--- config.mk ---
export PLATFORM = sky130hd
export DESIGN_NAME = vga_vram_arbiter
export DESIGN_NICKNAME = d
export VERILOG_FILES = /design/src/rtl/vga_pkg.sv /design/src/rtl/vga_wr_fifo.sv /design/src/rtl/vga_vram_arbiter.sv
export SDC_FILE = /design/constraint.sdc
export NUM_CORES = 1
export LEC_CHECK = 0
export CORE_AREA = 2 2 143 145
export CTS_CLUSTER_SIZE = 16
export DETAILED_ROUTE_END_ITERATION = 10
export DIE_AREA = 0 0 145 147
export PLACE_DENSITY = 0.67
export SLEW_MARGIN = 40
export SYNTH_ARGS = -nofsm -noshare
export SYNTH_HDL_FRONTEND = slang
export SYNTH_SLANG_ARGS = --single-unit
--- constraint.sdc ---
create_clock -name clk -period 2.97 [get_ports clk]
set_input_delay 0.594 -clock clk [delete_from_list [all_inputs] [get_ports clk]]
set_output_delay 0.594 -clock clk [all_outputs]
set_load 0.05 [all_outputs]
--- src/rtl/vga_pkg.sv ---
// Shared types and widths for the VGA video RAM arbiter.
package vga_pkg;

  localparam int unsigned ADDR_W = 15;
  localparam int unsigned DATA_W = 16;

  typedef logic [DATA_W-1:0] color_t;
  typedef logic [ADDR_W-1:0] vaddr_t;

  typedef struct packed {
    vaddr_t addr;
    color_t data;
  } wr_entry_t;

endpackage

--- src/rtl/vga_wr_fifo.sv ---
// Synchronous write-request FIFO. Holds CPU writes until the arbiter
// finds a free RAM slot. Caller must not push when full or pop when empty.
module vga_wr_fifo
  import vga_pkg::*;
#(
  parameter int unsigned DEPTH = 4,
  localparam int unsigned PTR_W = $clog2(DEPTH)
) (
  input  logic         clk,
  input  logic         reset_n,
  input  logic         push,
  input  wr_entry_t    push_data,
  input  logic         pop,
  output wr_entry_t    head,
  output logic [PTR_W:0] level,
  output logic         full,
  output logic         empty
);

  wr_entry_t          mem_q [DEPTH];
  logic [PTR_W-1:0]   wr_ptr_q;
  logic [PTR_W-1:0]   rd_ptr_q;
  logic [PTR_W:0]     level_q;

  // Entry storage; contents are meaningless until written, so no reset.
  always_ff @(posedge clk) begin
    if (push) begin
      mem_q[wr_ptr_q] <= push_data;
    end
  end

  // Pointers wrap naturally because DEPTH is a power of two.
  always_ff @(posedge clk or negedge reset_n) begin
    if (!reset_n) begin
      wr_ptr_q <= '0;
      rd_ptr_q <= '0;
      level_q  <= '0;
    end else begin
      if (push) wr_ptr_q <= wr_ptr_q + PTR_W'(1);
      if (pop)  rd_ptr_q <= rd_ptr_q + PTR_W'(1);
      level_q <= level_q + (PTR_W+1)'(push) - (PTR_W+1)'(pop);
    end
  end

  // Status and head-of-queue view.
  always_comb begin
    head  = mem_q[rd_ptr_q];
    level = level_q;
    full  = (level_q == (PTR_W+1)'(DEPTH));
    empty = (level_q == '0);
  end

endmodule

--- src/rtl/vga_vram_arbiter.sv ---
// Shares a single-port video RAM between VGA pixel reads and queued CPU
// writes. The last word read is cached; cycles where the pixel address is
// unchanged are used to drain the write FIFO.
module vga_vram_arbiter #(
  parameter int unsigned ADDR_W     = vga_pkg::ADDR_W,
  parameter int unsigned DATA_W     = vga_pkg::DATA_W,
  parameter int unsigned FIFO_DEPTH = 4,
  localparam int unsigned LVL_W     = $clog2(FIFO_DEPTH) + 1
) (
  input  logic              clk,
  input  logic              reset_n,
  input  logic [ADDR_W-1:0] vga_addr,
  output logic [DATA_W-1:0] vga_color,
  input  logic              wr_valid,
  input  logic [ADDR_W-1:0] wr_addr,
  input  logic [DATA_W-1:0] wr_data,
  output logic              wr_ready,
  output logic [ADDR_W-1:0] ram_addr,
  output logic              ram_we,
  output logic [DATA_W-1:0] ram_wdata,
  input  logic [DATA_W-1:0] ram_rdata,
  output logic [LVL_W-1:0]  fifo_level
);

  import vga_pkg::*;

  logic [ADDR_W-1:0] tag_q;
  logic              tag_valid_q;
  logic              rd_pend_q;
  logic [DATA_W-1:0] cache_q;

  wr_entry_t fifo_head;
  wr_entry_t fifo_in;
  logic      fifo_full;
  logic      fifo_empty;
  logic      fifo_push;
  logic      read_slot;
  logic      write_slot;
  logic      wr_hit;

  // Wrap the CPU request as a queue entry; accept only when there is room.
  always_comb begin
    fifo_in   = '{addr: vaddr_t'(wr_addr), data: color_t'(wr_data)};
    fifo_push = wr_valid && !fifo_full;
    wr_ready  = !fifo_full;
  end

  vga_wr_fifo #(
    .DEPTH (FIFO_DEPTH)
  ) u_wr_fifo (
    .clk       (clk),
    .reset_n   (reset_n),
    .push      (fifo_push),
    .push_data (fifo_in),
    .pop       (write_slot),
    .head      (fifo_head),
    .level     (fifo_level),
    .full      (fifo_full),
    .empty     (fifo_empty)
  );

  // Slot decision: a new pixel address always wins; otherwise drain a write.
  always_comb begin
    read_slot  = !tag_valid_q || (vga_addr != tag_q);
    write_slot = !read_slot && !fifo_empty;
    wr_hit     = write_slot && (ADDR_W'(fifo_head.addr) == tag_q);
    ram_wdata  = DATA_W'(fifo_head.data);
    // Gate with reset so an in-flight write slot is aborted immediately.
    ram_we     = write_slot && reset_n;
    if (read_slot) begin
      ram_addr = vga_addr;
    end else if (write_slot) begin
      ram_addr = ADDR_W'(fifo_head.addr);
    end else begin
      ram_addr = tag_q;
    end
  end

  // Tag, pending-read flag and colour cache.
  always_ff @(posedge clk or negedge reset_n) begin
    if (!reset_n) begin
      tag_q       <= '0;
      tag_valid_q <= 1'b0;
      rd_pend_q   <= 1'b0;
      cache_q     <= '0;
    end else begin
      if (read_slot) begin
        tag_q       <= vga_addr;
        tag_valid_q <= 1'b1;
        rd_pend_q   <= 1'b1;
      end else begin
        rd_pend_q   <= 1'b0;
      end
      // Write-through to the cached pixel beats a stale read return.
      if (wr_hit) begin
        cache_q <= DATA_W'(fifo_head.data);
      end else if (rd_pend_q) begin
        cache_q <= ram_rdata;
      end
    end
  end

  assign vga_color = cache_q;

endmodule

Word level (Yosys, flattened, before mapping):

Memory sizes are Yosys's and may differ from the RTL's.
Index checks and enable logic that the tools add are counted.

* register bits: 40
* bits in writable memories: 124
* output and inout bits: 52
* memories kept: 1

Memories
* u_wr_fifo.mem_q: depth 4, width 31, read ports 1, clocked after Yosys merged registers in 0, write ports 1, RTL line vga_wr_fifo.sv:20 `wr_entry_t mem_q [DEPTH];`

* add/subtract/negate cells: 4
* equal/unequal tests: 3
* muxes and demuxes: 7
* reduce and logical (&&, ||, !) cells: 11

Operator list (count)
* 16-bit two-way mux: 2
* 15-bit two-way mux: 2
* 15-bit equality test: 1
* 15-bit != test: 1
* 2-bit by 1-bit adder with 2-bit output, second input constant: 2
* 1-bit logical AND: 4
* 1-bit zero test: 4
* 3-bit by 1-bit adder with 3-bit output: 1
* 3-bit equality test, second input constant: 1
* 3-bit zero test: 1
* 1-bit two-way mux: 3
* 3-bit by 1-bit subtractor with 3-bit output: 1
* 2-bit nonzero test: 1
* 1-bit logical OR: 1

Longest topological paths before layout:

Gate-level depths: netlist of the first run.

* depth in word-level cells: 6
* mapped depth: 10

Cells and area by module:

A second synthesis of the first run with hierarchy kept.

* cells, all modules: 377
* area total of the unflattened synthesis: 6850.3 um2

By module, submodules not included
* vga_wr_fifo: times used 1, cells each 196, area an instance 4904.7 um2, sequential area each 3898.7 um2
* vga_vram_arbiter: times used 1, cells each 181, area an instance 1945.6 um2, sequential area each 825.8 um2

Worst setup path after synthesis of the first run:

Ideal clock, no wire load.

* kind: input to output
* start point: input vga_addr[11]
* end point: output ram_addr[0]
* data arrival time: 2703 ps
* required time: 2376 ps
* path slack: -327 ps
* stages on the path: 7
* path buffers: 1
* path through: xor2_1 > nor4_1 > nand2_1 > nor3_1 > clkbuf_1 > nor2_1 > a31oi_1

* word-level cells in the longest chain between the ends: 6

RTL lines
* from (decl): RTL line vga_vram_arbiter.sv:12 `input logic [ADDR_W-1:0] vga_addr,`
* 15-bit != test *: RTL line vga_vram_arbiter.sv:64 `read_slot = !tag_valid_q || (vga_addr != tag_q);`
* 1-bit logical OR *: RTL line vga_vram_arbiter.sv:64
* 1-bit zero test: RTL line vga_vram_arbiter.sv:65 `write_slot = !read_slot && !fifo_empty;`
* 1-bit logical AND: RTL line vga_vram_arbiter.sv:65
* 15-bit two-way mux: RTL line vga_vram_arbiter.sv:72 `end else if (write_slot) begin`
* 15-bit two-way mux *: RTL line vga_vram_arbiter.sv:70 `if (read_slot) begin`
* to (decl): RTL line vga_vram_arbiter.sv:18 `output logic [ADDR_W-1:0] ram_addr,`

Every way passes the cells marked *; elsewhere a longest branch is shown, timed or not.

Final worst setup path of the first run:

* start point: register tag_q[13]
* end point: output ram_addr[8]

* word-level cells in the longest chain between the ends: 6

RTL lines
* from (decl): RTL line vga_vram_arbiter.sv:27 `logic [ADDR_W-1:0] tag_q;`
* from (signal assigned): RTL line vga_vram_arbiter.sv:88 `tag_q <= vga_addr;`
* 15-bit != test *: RTL line vga_vram_arbiter.sv:64
* 1-bit logical OR *: RTL line vga_vram_arbiter.sv:64
* 1-bit zero test: RTL line vga_vram_arbiter.sv:65
* 1-bit logical AND: RTL line vga_vram_arbiter.sv:65
* 15-bit two-way mux: RTL line vga_vram_arbiter.sv:72
* 15-bit two-way mux *: RTL line vga_vram_arbiter.sv:70

Marks and branches as above.

==> results of run 1 <==
power by group through the flow:
| stage | registers, W | logic (W) | clock network (W) |
|---|---|---|---|
| final | 0.00302 | 0.00159 | 0.00235 |
| after global routing | 0.00305 | 0.00170 | 0.00248 |
| after CTS | 0.00302 | 0.00161 | 0.00240 |
| after detailed placement | 0.00307 | 0.00160 | 0 |
| after global placement | 0.00304 | 0.00156 | 0 |
| after floorplan | 0.00315 | 0.000790 | 0 |
through the flow:
step / area (sq um) / TNS, ps / std cells / setup WS [ps]
global placement: 8955 / -3214 / 782 / -254.7
floorplan: 6982 / -428.5 / 393 / -68.11
global route: 9812 / -1722 / 828 / -144.5
finish: 9814 / -38.04 / 829 / -17.29
detailed placement: 8955 / -4126 / 782 / -308.3
CTS: 9719 / 0 / 823 / 0.2729
cell type report:
cell class                 count  share of cell area
antenna                        1           0.0002550
multi-input combinational    193              0.2228
clock buffer                  30             0.06336
timing repair buffer         164              0.1917
inverter                       5            0.001912
clock inverter                 2            0.003952
sequential                   164              0.4815
tap                          270             0.03442
kinds of logic after synthesis:
| group | share of synthesized area |
|---|---|
| muxes | 0.1625 |
| buffers and inverters | 0.02332 |
| and+or+nand+nor | 0.04884 |
| adders and majority gates | 0.01212 |
| xor gates and xnor gates | 0.04499 |
| AOI/OAI and AO/OA | 0.01432 |
| DFF | 0.6934 |
| other | 0.0005503 |
flip-flops by register name (all words and copies together), names as in the netlist:
register and cells:
u_wr_fifo.wr_ptr_q 2, u_wr_fifo.mem_q 124, u_wr_fifo.level 3, rd_pend_q 1
tag_valid_q 1, tag_q 15, u_wr_fifo.rd_ptr_q 2, vga_color 16
layer usage:
metal | track usage | routed length (um) | part of all wire | up-vias
li1 | - | - | - | 1795
met3 | 0.03509 | 582 | 0.037 | 16
met5 | 0 | 0 | 0 | -
met2 | 0.2600 | 8397 | 0.54 | 78
met1 | 0.1868 | 6470 | 0.41 | 2031
met4 | 0.05198 | 232 | 0.015 | 0
cells in the final DEF, fill, tap and decap left out, types with 10 or more instances in the layout:
master and n:
sky130_fd_sc_hd__a31oi_4 10, sky130_fd_sc_hd__buf_12 35, sky130_fd_sc_hd__buf_4 38, sky130_fd_sc_hd__clkbuf_16 23, sky130_fd_sc_hd__clkdlybuf4s50_1 68, sky130_fd_sc_hd__dfrtp_1 39
sky130_fd_sc_hd__dlygate4sd2_1 15, sky130_fd_sc_hd__edfxtp_1 124, sky130_fd_sc_hd__mux2_2 18, sky130_fd_sc_hd__mux2_4 11, sky130_fd_sc_hd__mux4_2 31, sky130_fd_sc_hd__nand2_1 31
sky130_fd_sc_hd__nor2_1 11, sky130_fd_sc_hd__xnor2_1 14, sky130_fd_sc_hd__xor2_1 16
worst max-delay path: stages, from the launching register on:
cell and delay (ps):
sky130_fd_sc_hd__dfrtp_1 400, sky130_fd_sc_hd__xor2_1 170, sky130_fd_sc_hd__nor4_1 270, sky130_fd_sc_hd__nand2_1 180, sky130_fd_sc_hd__nor3_4 220, sky130_fd_sc_hd__buf_4 180, sky130_fd_sc_hd__clkbuf_4 170, sky130_fd_sc_hd__buf_4 130
sky130_fd_sc_hd__a31oi_4 90, sky130_fd_sc_hd__buf_12 160
repair_timing:
| item | CTS | global route |
|---|---|---|
| buffers inserted | 8 | 4 |
| gates cloned | 1 | 1 |
| pin swaps | 9 | 0 |
| endpoints found under the setup margin | 16 | 16 |
| gates resized for setup | 25 | 16 |
worst paths after layout:
kind	slack, ps	depth (start not counted)	to	start
worst max-delay path	-20	9	ram_addr[8]	tag_q[13]$_DFFE_PN0P_
worst min-delay path	320	2	vga_color[8]$_DFFE_PN0P_	reset_n
max in group asynchronous	2220	2	u_wr_fifo.rd_ptr_q[0]$_DFFE_PN0P_	reset_n
min in group clk	500	1	tag_q[0]$_DFFE_PN0P_	vga_addr[0]
worst max register to register	260	11	u_wr_fifo.level[2]$_DFF_PN0_	tag_q[13]$_DFFE_PN0P_
worst min register to register	620	1	u_wr_fifo.rd_ptr_q[0]$_DFFE_PN0P_	u_wr_fifo.rd_ptr_q[0]$_DFFE_PN0P_
==> summary.md, run 1 <==
| Metric | Value |
|---|---|
| Total power | `0.006960 W` |
| Area growth from synthesis to layout | `44.03%` |
| DIE AREA | `0.02132 sq mm` |
| Status | `finished, violations left` |
| Fraction of the yosys area taken by sequential cells | `0.6934` |
| CTS tree | `done` |
| Ranking of synthesized cells by area | `sky130_fd_sc_hd__edfxtp_1 (55%), sky130_fd_sc_hd__dfrtp_1 (15%), sky130_fd_sc_hd__mux4_2 (10%)` |
| Number of rows created at floorplan | `52` |
| Number of flops mapped to enable cells by yosys | `124` |
| Period minus WS final | `2987 ps` |
| Effective utilization at floorplan | `0.3434` |
| Async SR Flop Fraction | `0.2439` |
| Worst-path fanout max | `6` |
| Summed instance area of the synthesized netlist | `0.006814 sq mm` |
| Clock Skews | `11.16 ps` |
| Synth Warn # | `0` |
| I/O pins | `117` |
| Tcrit/Tclk final | `1.006` |
| Vias | `3920` |
| Switching part of the total power | `0.2774` |
| Finished Core Util | `0.4946` |
| Count of state elements after synthesis | `164` |
| Antenna Nets Post-Route | `0` |
| Endpoint type of the worst setup path | `primary output` |
| Number of violations of the max-capacitance limit | `0` |
| Clock latency of the later-clocked register in the worst-skew pair | `420 ps` |
| Filler Cells Inserted | `1601` |
| Critical path type | `register to primary output` |
| Initial antenna violation count | `1` |
| Int Pwr | `0.005030 W` |
| Count of different cell masters after synthesis | `30` |
| Area used by multi-input combinational logic | `0.002187 sq mm` |
| Pin count of the biggest net entering global routing | `41` |
| Post-synth top flop | `sky130_fd_sc_hd__edfxtp_1` |
| Maximum clock frequency | `334.8 MHz` |
| Measured slew at the worst slew-check pin | `771.1 ps` |
| I/O Buffers | `116` |
| Storage cell area | `0.004726 sq mm` |
| Final layout net count | `616` |
| Number of failing setup endpoints in the final timing report | `3` |
| Top cell types by occurrence after synthesis | `sky130_fd_sc_hd__edfxtp_1 (124), sky130_fd_sc_hd__dfrtp_1 (40), sky130_fd_sc_hd__nand2_1 (32)` |
| Global-route wire length before repair | `24.23 mm` |
| Number of vias per cell after detailed routing | `4.729` |
| DRC errors left | `0` |
| Die Height | `147 um` |
| Core region area | `0.01984 sq mm` |
| Number of violations reported at the end of detailed-routing iteration 0 | `270` |
| Power density normalized to cell area | `709.2 mW/mm^2` |
| Violations in the final reports | `negative setup slack` |
| Area share of the largest cell type after synthesis | `0.5465` |
| H-tree depth reported by CTS | `4` |
| Syn Nets | `464` |
| Data required time at the worst endpoint | `2380 ps` |
| Clock root cell | `sky130_fd_sc_hd__clkbuf_16` |
| Total routing usage reported by global routing | `0.1504` |
| Worst-case headroom to the max-slew limit | `0.4859` |
| Count of hold buffers inserted by post-cts repair | `0` |
| Net switching component of the power | `0.001930 W` |
| Fraction of layout cells with a size suffix above 1 | `0.3530` |
| Worst setup margin | `-17.29 ps` |
| Final global-route overflow total | `0` |
| Part of the power in combinational logic | `0.229` |
| Clock network fraction of total power | `0.338` |
| Seq pwr share | `0.434` |
| Final hold violation count | `0` |
| Longest Clk Path Bufs | `2` |
| Biggest area consumer among synthesized cells | `sky130_fd_sc_hd__edfxtp_1` |
| Launching element type of the critical path | `register` |
| Final RePlAce weighted congestion | `0.8343` |
| Worst hold slack across all endpoints | `322.1 ps` |
| Width of the die | `145 um` |
| Worst ir drop on vdd | `0.3599 mV` |
| Post-synthesis average cell area | `17.34 sq um` |
| Static power due to leakage | `3.592 nW` |
| Register clock-pin slew on the reported worst setup and hold paths | `70 ps` |
| Max-slew violation count | `0` |
| Synth Instances | `393` |
| Number of CTS-inserted buffers | `17` |
| Setup repair after global routing missed its margin | `yes` |
| Total wire length after detailed routing | `15.68 mm` |
| Total iterations of the first detailed-routing run | `4` |
| Most repeated cell in the gate-level netlist after synthesis | `sky130_fd_sc_hd__edfxtp_1` |
| Crit path DAT | `2390 ps` |
| Worst min-delay path category | `input pin to asynchronous set/reset pin` |
| Routed length per placed instance | `18.92 um` |
| Vias in the first global route | `4317` |
| HPWL after detailed placement | `10.57 mm` |
| Clock sink count | `164` |
(Power assumes the default switching activity.)
==> run 2: changes to the inputs <==
--- a/config.mk
+++ b/config.mk
@@ -5,10 +5,10 @@
 export SDC_FILE = /design/constraint.sdc
 export NUM_CORES = 1
 export LEC_CHECK = 0
-export CORE_AREA = 2 2 143 145
+export CORE_AREA = 2 2 201 104
 export CTS_CLUSTER_SIZE = 16
 export DETAILED_ROUTE_END_ITERATION = 10
-export DIE_AREA = 0 0 145 147
+export DIE_AREA = 0 0 203 106
 export PLACE_DENSITY = 0.67
 export SLEW_MARGIN = 40
 export SYNTH_ARGS = -nofsm -noshare
==> run 2 against run 1 <==
The flow still finishes with violations (negative setup slack); final cell count grew 0.60%; die area increased by 0.95%; clock skew down 0.66 ps; critical path depth is 1 lower; sequential share of layout area unchanged; largest cell class unchanged; highest routed layer unchanged.
==> summary.md, run 2 (synthesized netlist as in run 1, its figures left out) <==
| Metric | Value |
|---|---|
| Setup repair after global routing missed its margin | `yes` |
| Total routing usage reported by global routing | `0.1614` |
| Worst ir drop on vdd | `0.3794 mV` |
| Worst-case headroom to the max-slew limit | `0.4397` |
| Vias in the first global route | `4326` |
| Endpoint type of the worst setup path | `primary output` |
| Total power | `0.006920 W` |
| Critical R2R Launch | `u_wr_fifo.rd_ptr_q[0]$_DFFE_PN0P_` |
| Pin count of the biggest net entering global routing | `41` |
| Final hold violation count | `0` |
| Number of vias per cell after detailed routing | `4.730` |
| Setup slack on the worst flop-to-flop path | `190 ps` |
| Total iterations of the first detailed-routing run | `4` |
| Global-route wire length before repair | `25.37 mm` |
| Width of the die | `203 um` |
| Launching element type of the critical path | `input pin` |
| Clock latency of the later-clocked register in the worst-skew pair | `420 ps` |
| CTS tree | `done` |
| Initial antenna violation count | `4` |
| Pre-CTS WS | `-447.8 ps` |
| Worst-path fanout max | `6` |
| Reg-to-reg endpoint | `vga_color[0]$_DFFE_PN0P_` |
| H-tree depth reported by CTS | `4` |
| Number of CTS-inserted buffers | `17` |
| Clock Skews | `10.51 ps` |
| I/O Buffers | `116` |
| I/O pins | `117` |
| Antenna Nets Post-Route | `0` |
| Max-slew violation count | `0` |
| DRC errors left | `0` |
| DIE AREA | `0.02152 sq mm` |
| Final RePlAce weighted congestion | `0.7495` |
| Vias | `3945` |
| Worst min-delay path category | `input pin to asynchronous set/reset pin` |
| Number of violations of the max-capacitance limit | `0` |
| Finished Core Util | `0.4919` |
| Worst setup margin | `-54.48 ps` |
| HPWL after detailed placement | `11.39 mm` |
| Dpl cells | `788` |
| Highest-count cells in the layout ignoring fill and taps | `sky130_fd_sc_hd__edfxtp_1 (124), sky130_fd_sc_hd__clkdlybuf4s50_1 (70), sky130_fd_sc_hd__buf_4 (39), sky130_fd_sc_hd__dfrtp_1 (39), sky130_fd_sc_hd__buf_12 (37)` |
| Tcrit/Tclk final | `1.018` |
| Core region area | `0.01995 sq mm` |
| Register clock-pin slew on the reported worst setup and hold paths | `60 ps` |
| Data required time at the worst endpoint | `2380 ps` |
| Static power due to leakage | `3.553 nW` |
| Clock root cell | `sky130_fd_sc_hd__clkbuf_16` |
| Clock sink count | `164` |
| Total wire length after detailed routing | `16.57 mm` |
| Die Height | `106 um` |
| Maximum clock frequency | `330.6 MHz` |
| Post-layout instance count excluding filler cells | `834` |
| Longest Clk Path Bufs | `2` |
| Number of failing setup endpoints in the final timing report | `16` |
| Routed length per placed instance | `19.87 um` |
| Crit path DAT | `2430 ps` |
| Violations in the final reports | `negative setup slack` |
| Fraction of layout cells with a size suffix above 1 | `0.3770` |
| Area growth from synthesis to layout | `44.03%` |
| Top reg by flops | `u_wr_fifo.mem_q` |
| Critical path type | `input pin to primary output` |
| Commonest non-fill, non-tap cell in the layout | `sky130_fd_sc_hd__edfxtp_1` |
| Final layout net count | `615` |
| Depth of the most critical reg-to-reg path | `8` |
| Final global-route overflow total | `0` |
| Max FFs per register | `124` |
| Power density normalized to cell area | `705.1 mW/mm^2` |
| Number of rows created at floorplan | `37` |
| Period minus WS final | `3024 ps` |
| Status | `finished, violations left` |
| Number of violations reported at the end of detailed-routing iteration 0 | `280` |
| Measured slew at the worst slew-check pin | `840.4 ps` |
| Effective utilization at floorplan | `0.3415` |
run 2: changes by cell type in the layout (fill, tap and decap cells not counted), sizes merged:
cell	before	now
inv	6	10
clkinvlp	0	1
clkdlybuf4s50	68	70
clkinv	0	5
diode	1	4
clkbuf	31	18
bufinv	1	3
dlygate4sd2	15	10
clkdlybuf4s15	0	3
run 2: how the worst max path moves through the flow:
stage,to,cells past startpoint,slack [ps],from
global placement,ram_addr[2],9,-320,vga_addr[6]
finish,ram_we,8,-50,vga_addr[10]
floorplan,ram_addr[0],7,-70,vga_addr[11]
CTS,ram_addr[12],8,-20,tag_q[7]$_DFFE_PN0P_
global route,ram_addr[1],8,-130,tag_q[11]$_DFFE_PN0P_
detailed placement,ram_addr[2],9,-450,vga_addr[2]
run 2: metal layers:
layer / vias up / share of wire / global-route usage
met4: 0 / 0.0027 / 0.02711
met2: 96 / 0.47 / 0.2495
li1: 1794 / - / -
met1: 2049 / 0.45 / 0.2203
met5: - / 0 / 0
met3: 6 / 0.076 / 0.06162
run 2: stage by stage:
stage / TNS [ps] / hold WS (ps) / instance area [sq um]
finish: -539.1 / 383.0 / 9814
floorplan: -428.5 / 298.4 / 6982
global route: -1800 / 440.5 / 9804
detailed placement: -6900 / 617.4 / 9010
CTS: -59.66 / 393.6 / 9769
global placement: -4411 / 594.9 / 9010
run 2: area by class of cell:
class | count | area, sq um
Antenna cell | 4 | 10.01
Clock buffer | 18 | 429.2
Clock inverter | 14 | 176.4
Fill cell | 1635 | 10140
Inverter | 5 | 18.77
Multi-Input combinational cell | 193 | 2221
Sequential cell | 164 | 4726
Tap cell | 273 | 341.6
Timing Repair Buffer | 163 | 1892
run 2: timing repair:
item                                    CTS  global route
endpoints found under the setup margin   17            16
gates resized for setup                  32            11
buffers inserted                          8             0
cloned                                    2             0
pin swaps                                10             0
hold buffers                              0             0
run 2: critical path, stage by stage:
cell and delay (ps):
sky130_fd_sc_hd__clkdlybuf4s50_1 500, sky130_fd_sc_hd__xnor2_1 150, sky130_fd_sc_hd__nand4_1 170, sky130_fd_sc_hd__nor3_4 370, sky130_fd_sc_hd__buf_6 210, sky130_fd_sc_hd__buf_6 100, sky130_fd_sc_hd__and3_4 190, sky130_fd_sc_hd__buf_12 130
run 2: where the power goes:
part / internal, W / switching [W]
Clock: 0.00134 / 0.000927
Sequential: 0.00290 / 0.000115
Combinational: 0.000640 / 0.000999
==> run 3: changes to the inputs <==
--- a/config.mk
+++ b/config.mk
@@ -6,6 +6,7 @@
 export NUM_CORES = 1
 export LEC_CHECK = 0
 export CORE_AREA = 2 2 201 104
+export CTS_BUF_LIST = sky130_fd_sc_hd__clkbuf_16
 export CTS_CLUSTER_SIZE = 16
 export DETAILED_ROUTE_END_ITERATION = 10
 export DIE_AREA = 0 0 203 106
==> run 3 against run 2 <==
The flow still finishes with violations (negative setup slack); hold slack unchanged; first-iteration DRC count unchanged; die area unchanged; sequential share of layout area unchanged; worst setup slack unchanged; sequential power about the same; critical path type unchanged; largest cell class unchanged.
==> summary.md, run 3 (synthesized netlist as in run 1, its figures left out) <==
| Metric | Value |
|---|---|
| Worst-case headroom to the max-slew limit | `0.4397` |
| Initial antenna violation count | `4` |
| Status | `finished, violations left` |
| Number of violations reported at the end of detailed-routing iteration 0 | `280` |
| Worst path slowest cell | `sky130_fd_sc_hd__clkdlybuf4s50_1` |
| Effective utilization at floorplan | `0.3415` |
| I/O Buffers | `116` |
| Cell area reported after detailed placement | `0.009010 sq mm` |
| CP bufs+invs | `4` |
| Routed length per placed instance | `19.87 um` |
| Core region area | `0.01995 sq mm` |
| Switching part of the total power | `0.2951` |
| H-tree depth reported by CTS | `4` |
| Clock latency of the later-clocked register in the worst-skew pair | `420 ps` |
| Final instance area | `0.009814 sq mm` |
| I/O pins | `117` |
| Pre-CTS WS | `-447.8 ps` |
| Critical path type | `input pin to primary output` |
| Critical Path, Cell by Cell | `clkdlybuf4s50_1 > xnor2_1 > nand4_1 > nor3_4 > buf_6 > buf_6 > and3_4 > buf_12` |
| Area growth from synthesis to layout | `44.03%` |
| Worst-path fanout max | `6` |
| Clock root cell | `sky130_fd_sc_hd__clkbuf_16` |
| Part of the power in combinational logic | `0.237` |
| Period minus WS final | `3024 ps` |
| Clock sink count | `164` |
| Total routing usage reported by global routing | `0.1614` |
| Number of vias per cell after detailed routing | `4.730` |
| Pin count of the biggest net entering global routing | `41` |
| DRC errors left | `0` |
| Final global-route overflow total | `0` |
| Max FFs per register | `124` |
| Violations in the final reports | `negative setup slack` |
| Die Height | `106 um` |
| Power density normalized to cell area | `704.7 mW/mm^2` |
| Crit path DAT | `2430 ps` |
| Antenna Nets Post-Route | `0` |
| Number of failing setup endpoints in the final timing report | `16` |
| Final RePlAce weighted congestion | `0.7495` |
| Total iterations of the first detailed-routing run | `4` |
| Global-route wire length before repair | `25.37 mm` |
| Top reg by flops | `u_wr_fifo.mem_q` |
| Register clock-pin slew on the reported worst setup and hold paths | `60 ps` |
| Seq pwr share | `0.436` |
| Clock network fraction of total power | `0.327` |
| Worst ir drop on vdd | `0.3794 mV` |
| Int Pwr | `0.004876 W` |
| CTS tree | `done` |
| Commonest non-fill, non-tap cell in the layout | `sky130_fd_sc_hd__edfxtp_1` |
| Launching element type of the critical path | `input pin` |
| Width of the die | `203 um` |
| Largest incremental delay on the critical path | `500 ps` |
| Tcrit/Tclk final | `1.018` |
| Total wire length after detailed routing | `16.57 mm` |
| Final layout net count | `615` |
| Max-slew violation count | `0` |
| Net switching component of the power | `0.002041 W` |
| Measured slew at the worst slew-check pin | `840.4 ps` |
| Longest Clk Path Bufs | `2` |
| HPWL after detailed placement | `11.39 mm` |
| Worst min-delay path category | `input pin to asynchronous set/reset pin` |
| Finished Core Util | `0.4919` |
| Static power due to leakage | `3.557 nW` |
| Worst setup margin | `-54.48 ps` |
| Fraction of layout cells with a size suffix above 1 | `0.3770` |
| Vias | `3945` |
| Cell class contributing the biggest share of worst-path delay | `buffers and inverters` |
| Sum Neg Setup Slack | `-539.1 ps` |
| Maximum clock frequency | `330.6 MHz` |
| Highest-count cells in the layout ignoring fill and taps | `sky130_fd_sc_hd__edfxtp_1 (124), sky130_fd_sc_hd__clkdlybuf4s50_1 (70), sky130_fd_sc_hd__buf_4 (39), sky130_fd_sc_hd__dfrtp_1 (39), sky130_fd_sc_hd__buf_12 (37)` |
| Final hold violation count | `0` |
| Clock Skews | `10.51 ps` |
| Number of CTS-inserted buffers | `17` |
| Setup repair after global routing missed its margin | `yes` |
| DIE AREA | `0.02152 sq mm` |
| Vias in the first global route | `4326` |
| Number of violations of the max-capacitance limit | `0` |
| Data required time at the worst endpoint | `2380 ps` |
| Endpoint type of the worst setup path | `primary output` |
| Critical path's most frequent cell | `sky130_fd_sc_hd__buf_6` |
| Number of rows created at floorplan | `37` |
==> run 3: changes by cell type in the layout (fill, tap and decap cells not counted), sizes merged <==
cell / change
inv: +1
clkbuf: -1
==> run 3: final timing paths <==
check	startpoint	end	slack [ps]	depth (start not counted)
min reg2reg	vga_color[1]$_DFFE_PN0P_	vga_color[1]$_DFFE_PN0P_	620	2
min	reset_n	vga_color[3]$_DFFE_PN0P_	380	2
max in group asynchronous	reset_n	u_wr_fifo.rd_ptr_q[0]$_DFFE_PN0P_	2140	2
min in group clk	vga_addr[11]	tag_q[11]$_DFFE_PN0P_	470	1
max reg2reg	u_wr_fifo.rd_ptr_q[0]$_DFFE_PN0P_	vga_color[0]$_DFFE_PN0P_	190	8
max	vga_addr[10]	ram_we	-50	8
==> run 3: layout make-up <==
cell class	instances	area [sq um]
Clock inverter	15	180.2
Antenna cell	4	10.01
Sequential cell	164	4726
Timing Repair Buffer	163	1892
Inverter	5	18.77
Multi-Input combinational cell	193	2221
Tap cell	273	341.6
Clock buffer	17	425.4
Fill cell	1635	10140
==> run 3: power by group through the flow <==
stage               clock network [W]  logic (W)  registers [W]
floorplan                           0   0.000790        0.00315
CTS                           0.00232    0.00166        0.00302
global route                  0.00241    0.00176        0.00305
detailed placement                  0    0.00163        0.00307
global placement                    0    0.00160        0.00304
finish                        0.00226    0.00164        0.00302
==> run 3: metrics by stage <==
| step | std cells | hold slack [ps] | power [W] |
|---|---|---|---|
| 2_1_floorplan | 393 | 298.4 | 0.003940 |
| 3_3_place_gp | 788 | 594.9 | 0.004632 |
| 3_5_place_dp | 788 | 617.4 | 0.004699 |
| 4_1_cts | 830 | 393.3 | 0.006992 |
| 5_1_grt | 830 | 440.5 | 0.007213 |
| 6_report | 834 | 383.0 | 0.006917 |
==> run 3: per-layer routing <==
metal,share of wire,global-route usage,vias up
li1,-,-,1794
met1,0.45,0.2203,2049
met2,0.47,0.2495,96
met3,0.076,0.06162,6
met4,0.0027,0.02711,0
met5,0,0,-
==> run 3: repair_timing <==
action | in CTS | in global routing
buffers inserted | 8 | 0
pin swaps | 10 | 0
hold buffers | 0 | 0
gates cloned | 2 | 0
gates resized for setup | 32 | 11
endpoints found under the setup margin | 17 | 16
